File: src/rtl/uart_arb_pkg.sv
// Shared types for the UART TX arbiter: FSM states, grant owner, default FIFO depth.
// Optional build macro UART_ARB_DROP_CNT_EN is consumed by uart_tx_arbiter.
package uart_arb_pkg;

  typedef enum logic [1:0] {
    IDLE      = 2'd0,
    START     = 2'd1,
    WAIT_BUSY = 2'd2,
    WAIT_DONE = 2'd3
  } arb_state_e;

  typedef enum logic {
    GRANT_CPU = 1'b0,
    GRANT_DBG = 1'b1
  } grant_e;

  localparam int unsigned UART_ARB_DEPTH = 16;

endpackage

File: src/rtl/uart_arb_fifo.sv
// 8-bit synchronous FIFO with wrap-bit pointers; full/empty are registered.
// A push while full is dropped even if a pop happens on the same edge.
module uart_arb_fifo
  import uart_arb_pkg::*;
#(
  parameter int unsigned DEPTH = UART_ARB_DEPTH
) (
  input  logic       clk,
  input  logic       rst_n,
  input  logic       push,
  input  logic [7:0] push_data,
  input  logic       pop,
  output logic [7:0] pop_data,
  output logic       full,
  output logic       empty,
  output logic       empty_nxt
);

  localparam int unsigned AW = (DEPTH > 1) ? $clog2(DEPTH) : 1;
  localparam logic [AW:0] PTR_ONE = 1;

  logic [AW:0] wr_ptr_q, wr_ptr_d;
  logic [AW:0] rd_ptr_q, rd_ptr_d;
  logic        full_q, full_d;
  logic        empty_q, empty_d;
  logic        push_ok, pop_ok;
  logic [7:0]  mem_q [DEPTH];

  always_comb begin
    push_ok  = push && !full_q;
    pop_ok   = pop && !empty_q;
    wr_ptr_d = wr_ptr_q;
    rd_ptr_d = rd_ptr_q;
    if (push_ok) wr_ptr_d = wr_ptr_q + PTR_ONE;
    if (pop_ok)  rd_ptr_d = rd_ptr_q + PTR_ONE;
    empty_d = (wr_ptr_d == rd_ptr_d);
    // Same index, opposite lap bit: writer is a whole lap ahead.
    full_d  = (wr_ptr_d[AW] != rd_ptr_d[AW]) &&
              (wr_ptr_d[AW-1:0] == rd_ptr_d[AW-1:0]);
  end

  always_ff @(posedge clk or negedge rst_n) begin
    if (!rst_n) begin
      wr_ptr_q <= '0;
      rd_ptr_q <= '0;
      full_q   <= 1'b0;
      empty_q  <= 1'b1;
    end else begin
      wr_ptr_q <= wr_ptr_d;
      rd_ptr_q <= rd_ptr_d;
      full_q   <= full_d;
      empty_q  <= empty_d;
    end
  end

  always_ff @(posedge clk) begin
    if (push_ok) mem_q[wr_ptr_q[AW-1:0]] <= push_data;
  end

  assign pop_data  = mem_q[rd_ptr_q[AW-1:0]];
  assign full      = full_q;
  assign empty     = empty_q;
  assign empty_nxt = empty_d;

endmodule

File: src/rtl/uart_tx_arbiter.sv
// Round-robin share of one byte transmitter between CPU and debug FIFOs.
// Define UART_ARB_DROP_CNT_EN to add saturating dropped-push counters.
module uart_tx_arbiter
  import uart_arb_pkg::*;
#(
  parameter int unsigned DEPTH = UART_ARB_DEPTH
) (
  input  logic        clk,
  input  logic        rst_n,
  input  logic        cpu_push,
  input  logic [7:0]  cpu_data,
  output logic        cpu_full,
  input  logic        dbg_push,
  input  logic [7:0]  dbg_data,
  output logic        dbg_full,
  input  logic        tx_busy,
  output logic        tx_start,
  output logic [7:0]  tx_data,
  output logic        idle
`ifdef UART_ARB_DROP_CNT_EN
  ,
  output logic [15:0] cpu_drops,
  output logic [15:0] dbg_drops
`endif
);

  logic       cpu_pop, dbg_pop;
  logic [7:0] cpu_head, dbg_head;
  logic       cpu_empty, dbg_empty;
  logic       cpu_empty_nxt, dbg_empty_nxt;

  uart_arb_fifo #(.DEPTH(DEPTH)) u_cpu_fifo (
    .clk       (clk),
    .rst_n     (rst_n),
    .push      (cpu_push),
    .push_data (cpu_data),
    .pop       (cpu_pop),
    .pop_data  (cpu_head),
    .full      (cpu_full),
    .empty     (cpu_empty),
    .empty_nxt (cpu_empty_nxt)
  );

  uart_arb_fifo #(.DEPTH(DEPTH)) u_dbg_fifo (
    .clk       (clk),
    .rst_n     (rst_n),
    .push      (dbg_push),
    .push_data (dbg_data),
    .pop       (dbg_pop),
    .pop_data  (dbg_head),
    .full      (dbg_full),
    .empty     (dbg_empty),
    .empty_nxt (dbg_empty_nxt)
  );

  arb_state_e state_q, state_d;
  grant_e     last_q, last_d;
  logic       tx_start_q, tx_start_d;
  logic [7:0] tx_data_q, tx_data_d;
  logic       idle_q, idle_d;

  always_comb begin
    cpu_pop = 1'b0;
    dbg_pop = 1'b0;
    // CPU wins when it is the only requester or the debug side had the last turn.
    if (state_q == IDLE && !tx_busy) begin
      if (!cpu_empty && (dbg_empty || last_q == GRANT_DBG)) cpu_pop = 1'b1;
      else if (!dbg_empty)                                  dbg_pop = 1'b1;
    end

    state_d = state_q;
    unique case (state_q)
      IDLE:      if (cpu_pop || dbg_pop) state_d = START;
      START:     state_d = WAIT_BUSY;
      WAIT_BUSY: if (tx_busy)  state_d = WAIT_DONE;
      WAIT_DONE: if (!tx_busy) state_d = IDLE;
      default:   state_d = IDLE;
    endcase

    tx_start_d = cpu_pop || dbg_pop;
    tx_data_d  = cpu_pop ? cpu_head : (dbg_pop ? dbg_head : tx_data_q);
    last_d     = cpu_pop ? GRANT_CPU : (dbg_pop ? GRANT_DBG : last_q);
    idle_d     = (state_d == IDLE) && cpu_empty_nxt && dbg_empty_nxt;
  end

  always_ff @(posedge clk or negedge rst_n) begin
    if (!rst_n) begin
      state_q    <= IDLE;
      last_q     <= GRANT_DBG;
      tx_start_q <= 1'b0;
      tx_data_q  <= 8'h00;
      idle_q     <= 1'b1;
    end else begin
      state_q    <= state_d;
      last_q     <= last_d;
      tx_start_q <= tx_start_d;
      tx_data_q  <= tx_data_d;
      idle_q     <= idle_d;
    end
  end

  assign tx_start = tx_start_q;
  assign tx_data  = tx_data_q;
  assign idle     = idle_q;

`ifdef UART_ARB_DROP_CNT_EN
  logic [15:0] cpu_drops_q, cpu_drops_d;
  logic [15:0] dbg_drops_q, dbg_drops_d;

  always_comb begin
    cpu_drops_d = cpu_drops_q;
    dbg_drops_d = dbg_drops_q;
    if (cpu_push && cpu_full && cpu_drops_q != 16'hFFFF) cpu_drops_d = cpu_drops_q + 16'd1;
    if (dbg_push && dbg_full && dbg_drops_q != 16'hFFFF) dbg_drops_d = dbg_drops_q + 16'd1;
  end

  always_ff @(posedge clk or negedge rst_n) begin
    if (!rst_n) begin
      cpu_drops_q <= 16'h0000;
      dbg_drops_q <= 16'h0000;
    end else begin
      cpu_drops_q <= cpu_drops_d;
      dbg_drops_q <= dbg_drops_d;
    end
  end

  assign cpu_drops = cpu_drops_q;
  assign dbg_drops = dbg_drops_q;
`endif

endmodule

File: config.mk
export PLATFORM = sky130hd
export DESIGN_NAME = uart_tx_arbiter
export DESIGN_NICKNAME = d
export VERILOG_FILES = /design/src/rtl/uart_arb_pkg.sv /design/src/rtl/uart_arb_fifo.sv /design/src/rtl/uart_tx_arbiter.sv
export SDC_FILE = /design/constraint.sdc
export NUM_CORES = 1
export LEC_CHECK = 0
export CORE_ASPECT_RATIO = 1.4
export CORE_MARGIN = 2
export CORE_UTILIZATION = 65
export DETAILED_ROUTE_END_ITERATION = 16
export GPL_TIMING_DRIVEN = 0
export PLACE_DENSITY = 0.83
export SYNTH_ARGS = -nofsm -noshare
export SYNTH_HDL_FRONTEND = slang
export SYNTH_SLANG_ARGS = --single-unit
File: constraint.sdc
create_clock -name clk -period 5.56 [get_ports clk]
set_input_delay 0.556 -clock clk [delete_from_list [all_inputs] [get_ports clk]]
set_output_delay 0.556 -clock clk [all_outputs]
set_load 0.05 [all_outputs]
==> results <==
- The share of total power dissipated in sequential elements is 0.421.
- The endpoint of the lowest-slack register-to-register path is idle$_DFF_PN1_.
- The remaining max-slew budget at the tightest pin is 0.227.
- The via density per instance is 6.46.
- The number of enable flip-flop cells after synthesis is 256.
- For the pin with the worst max-slew slack, the measured transition is 1.16 ns.
- The global placer's final weighted congestion is 0.808.
- The region available for standard cell placement spans 17,900 µm².
- The number of placed instances, taps included, is 867.
- Of the total synthesized cell area, the portion taken by full adders, half adders and majority gates is 0.0106.
- The critical path is of the reg -> reg type.
- For this configuration, the core starts out at a cell density of 0.661.
- The total setup violations reported at the end of the flow is 0.
- Summed over all cells, the static leakage comes to 4.51 nW.
- The kind of end point of the critical path is a flop.
- The floorplan step defined a die boundary enclosing 19,300 µm².
- The source-to-sink clock delay at the later pin of the worst-skew pair is 0.52 ns.
- The site row count is 58.
- The detailed router's first-iteration violation count is 483.
- The multiplexer fraction of the synthesized cell area is 0.136.
- In the layout the commonest cells are edfxtp_1 (256), mux4_2 (71), dfrtp_1 (33).
- The reg2reg setup slack is 2.51 ns.
- Leaving out filler cells and counting taps, the final layout contains 914.
- TritonCTS built the clock tree.
- Setup repair after global routing left no endpoint under its margin.
- The overall die width is 118 µm.
- Counting every net in the synthesized netlist gives 625.
- The share of synthesized area in the top cell type comes to 0.652.
- Port buffering added 32 buffers.
- Data on the critical path is required at its endpoint by 5.96 ns.
- Leaving out fill and tap cells, the most frequent cell in the layout is edfxtp_1.
- Detailed routing inserted a total of 5,906 vias.
- For the final routed database, the setup TNS stands at 0 ns.
- For this run, the leading register cell type out of synthesis is edfxtp_1.
- The floorplan step set the die height to 163 µm.
- The number of slew-limit violations in the final report is 0.
- For this run, design rule violations remaining after detail routing come to 0.
- Across the VDD grid, the largest voltage drop is 0.330 mV.
- The area growth from synthesis to layout is 13.1%.
- The startpoint identified for the worst register-to-register timing path is u_cpu_fifo.wr_ptr_q[1]$_DFF_PN0_.
- The share of the synthesized area in compound gates (AO/OA/AOI/OAI) came to 0.0270.
- The number of distinct library cells after synthesis is 49.
- The synthesized netlist cell count is 594.
- Of the total synthesized cell area, the portion taken by XOR and XNOR cells is 0.0278.
- The number of levels in the clock H-tree is 1.
- The power density over cell area is 513 nW/µm².
- The detailed-placement wirelength estimate is 16.7 mm.
- The via count of the first global-routing pass came to 6,394.
- The share of synthesized area occupied by flip-flops and latches is 0.730.
- The type of the most critical hold path is in -> async.
- The flop and latch count out of synthesis is 293.
- Entering global routing, the biggest net connects 38 pins.
- The upper clock frequency limit is 328 MHz.
- By area, the combinational part of the netlist is dominated by multiplexers.
- The cell accounting for the most synthesized area is edfxtp_1.
- The longest clock path from root to sink contains 3 buffers.
- Dividing the detail-routed wire length by the instance count gives 27.8 µm.
- After synthesis, the cell types taking the most area are edfxtp_1 (65%), mux4_2 (14%), dfrtp_1 (7.0%).
- The proportion of layout cells with a drive suffix above 1 is 0.206.
- Of the total power, the share spent switching nets is 0.301.
- At the end of the flow the core is filled with cells to 0.747.
- The number of post-CTS setup repair buffers is 0.
- The worst setup path startpoint is u_cpu_fifo.wr_ptr_q[1]$_DFF_PN0_.
- Counting flops with an async set or reset pin after synthesis yields a share of 0.126.
- The depth of the most critical reg-to-reg path is 7.
- The relative contribution of combinational cells to total power is 0.301.
- The internal portion of total power is 4.78 mW.
- The repair_antennas step left the layout with diodes totalling 0.
- For the final database, setup skew stands at 0.00843 ns.
- The total of max-cap violations is 0.
- The analysis attributes to net switching a power of 2.06 mW.
- At the end of the flow, the number of nets in the layout was 686.
- The count of nets left with antenna violations after detail routing is 0.
- The hold buffer count at CTS is 0.
- The clock net sink count is 293.
- Along the worst path, the maximum fanout reaches 9.
- The final routed wirelength across all metal layers is 25.4 mm.
- The mean cell area of the mapped netlist is 19.9 µm².
- The all-layer global routing usage is 0.274.
- The wire length of the first global-routing pass is 38.3 mm.
- The CTS root buffer is clkbuf_16.
- The arrival time of the worst setup path is 3.45 ns.
- The clock transition time at the flip-flop clock pins of the worst setup and hold paths is 0.07 ns.
- The run finished with clean final reports.
- The share of total power dissipated in the clock network is 0.279.
- The overall overflow remaining after global route is 0.
- The post-place setup slack is 2.04 ns.
- The simple logic cell fraction of the synthesized area is 0.0528.
- Summing internal, switching and leakage power gives 6.85 mW.
- The netlist area before placement is 11,800 µm².
- For the finished layout, the period the worst path requires is 3.05 ns.
- The number of top-level design ports is 33.
- For this run, the detailed router's first-pass iteration total came to 5.
- The worst setup path is launched from a flop.
- Dividing the final minimum period by the clock period gives 0.548.
- In this run, post-CTS repair resized a total of 0 instances.
- The post-layout worst setup margin is 2.51 ns.
- For this run, the number of Yosys warnings is 0.
- The number of hold violations in the final report came to 0.
- The number of antenna violations at the first check in global routing was 0.
- The clock buffer count from CTS is 26.
==> cells in the mapped netlist, types with 2 or more instances <==
cell	instances
a311oi_1	3
nor2b_1	9
xor2_1	9
dfrtp_1	33
and2_1	18
and3_1	13
nand2b_1	5
inv_1	10
o21ai_0	2
dfstp_2	4
nand3_1	4
buf_2	7
or3_1	2
a21oi_1	16
edfxtp_1	256
xnor2_1	20
mux4_2	71
clkbuf_1	7
nor3_1	6
nand4_1	4
buf_6	2
nor2_1	20
nand2_1	15
a221o_1	5
a22oi_1	16
ha_1	10
buf_1	5
==> layout make-up <==
cell class,instances,area (µm²)
flip-flops and latches,293,8620
fillers,1054,4510
multi-input cells,267,3010
clock buffers,35,726
repair buffers,33,323
well taps,240,300
clock inverters,12,191
plain buffers,24,139
inverters,10,37.5
==> state kept, by name, indices dropped and copies added (netlist names) <==
signal,count
u_dbg_fifo.rd_ptr_q,5
u_cpu_fifo.wr_ptr_q,5
u_cpu_fifo.empty,1
u_cpu_fifo.full,1
u_cpu_fifo.rd_ptr_q,5
u_dbg_fifo.wr_ptr_q,5
tx_data,8
idle,1
u_dbg_fifo.empty,1
u_dbg_fifo.full,1
last_q,1
u_dbg_fifo.mem_q,128
state_q,2
u_cpu_fifo.mem_q,128
tx_start,1
==> worst max path at each step <==
stage	slack, ns	to	cells after the start
4_1_cts	2.45	idle$_DFF_PN1_	7
5_1_grt	2.30	idle$_DFF_PN1_	7
3_5_place_dp	2.04	idle$_DFF_PN1_	7
2_1_floorplan	3.22	idle$_DFF_PN1_	6
3_3_place_gp	2.18	idle$_DFF_PN1_	7
6_report	2.51	idle$_DFF_PN1_	7
==> power groups by stage <==
| stage | clock (mW) | sequential [mW] | combinational (mW) |
|---|---|---|---|
| finish | 1.91 | 2.88 | 2.06 |
| global route | 2.01 | 2.90 | 2.20 |
| CTS | 1.92 | 2.88 | 2.07 |
| detailed placement | 0 | 2.91 | 2.04 |
| global placement | 0 | 2.88 | 1.96 |
| floorplan | 0 | 2.98 | 1.39 |
==> per-stage QoR <==
stage / hold WS, ns / area [µm²]
floorplan: 0.260 / 11800
finish: 0.130 / 13300
detailed placement: 0.471 / 12400
global placement: 0.452 / 12400
CTS: 0.148 / 13300
global route: 0.204 / 13300
==> critical path: stages, from the launching register on <==
cell and delay [ns]:
dfrtp_1 0.46, ha_1 0.19, nand3b_1 0.20, nor2b_1 0.94, xnor2_1 0.24, xnor2_1 0.28
nand3_1 0.18, nor4b_2 0.42
==> layer usage <==
metal  global-route usage  share of wire  wire length (µm)  vias to the layer above
met3               0.0412          0.052              1330                       79
met5                    0              0                 0                        -
met4                0.122          0.046              1170                        0
met2                0.518           0.57             14400                      260
met1                0.306           0.33              8430                     3054
li1                     -              -                 -                     2513
==> kinds of logic after synthesis <==
group,Yosys count
simple gates,108
mux,72
buf+inv,34
xor+xnor,32
flops,293
fa+ha+maj,10
compound gates,45
(Power assumes the default switching activity.)
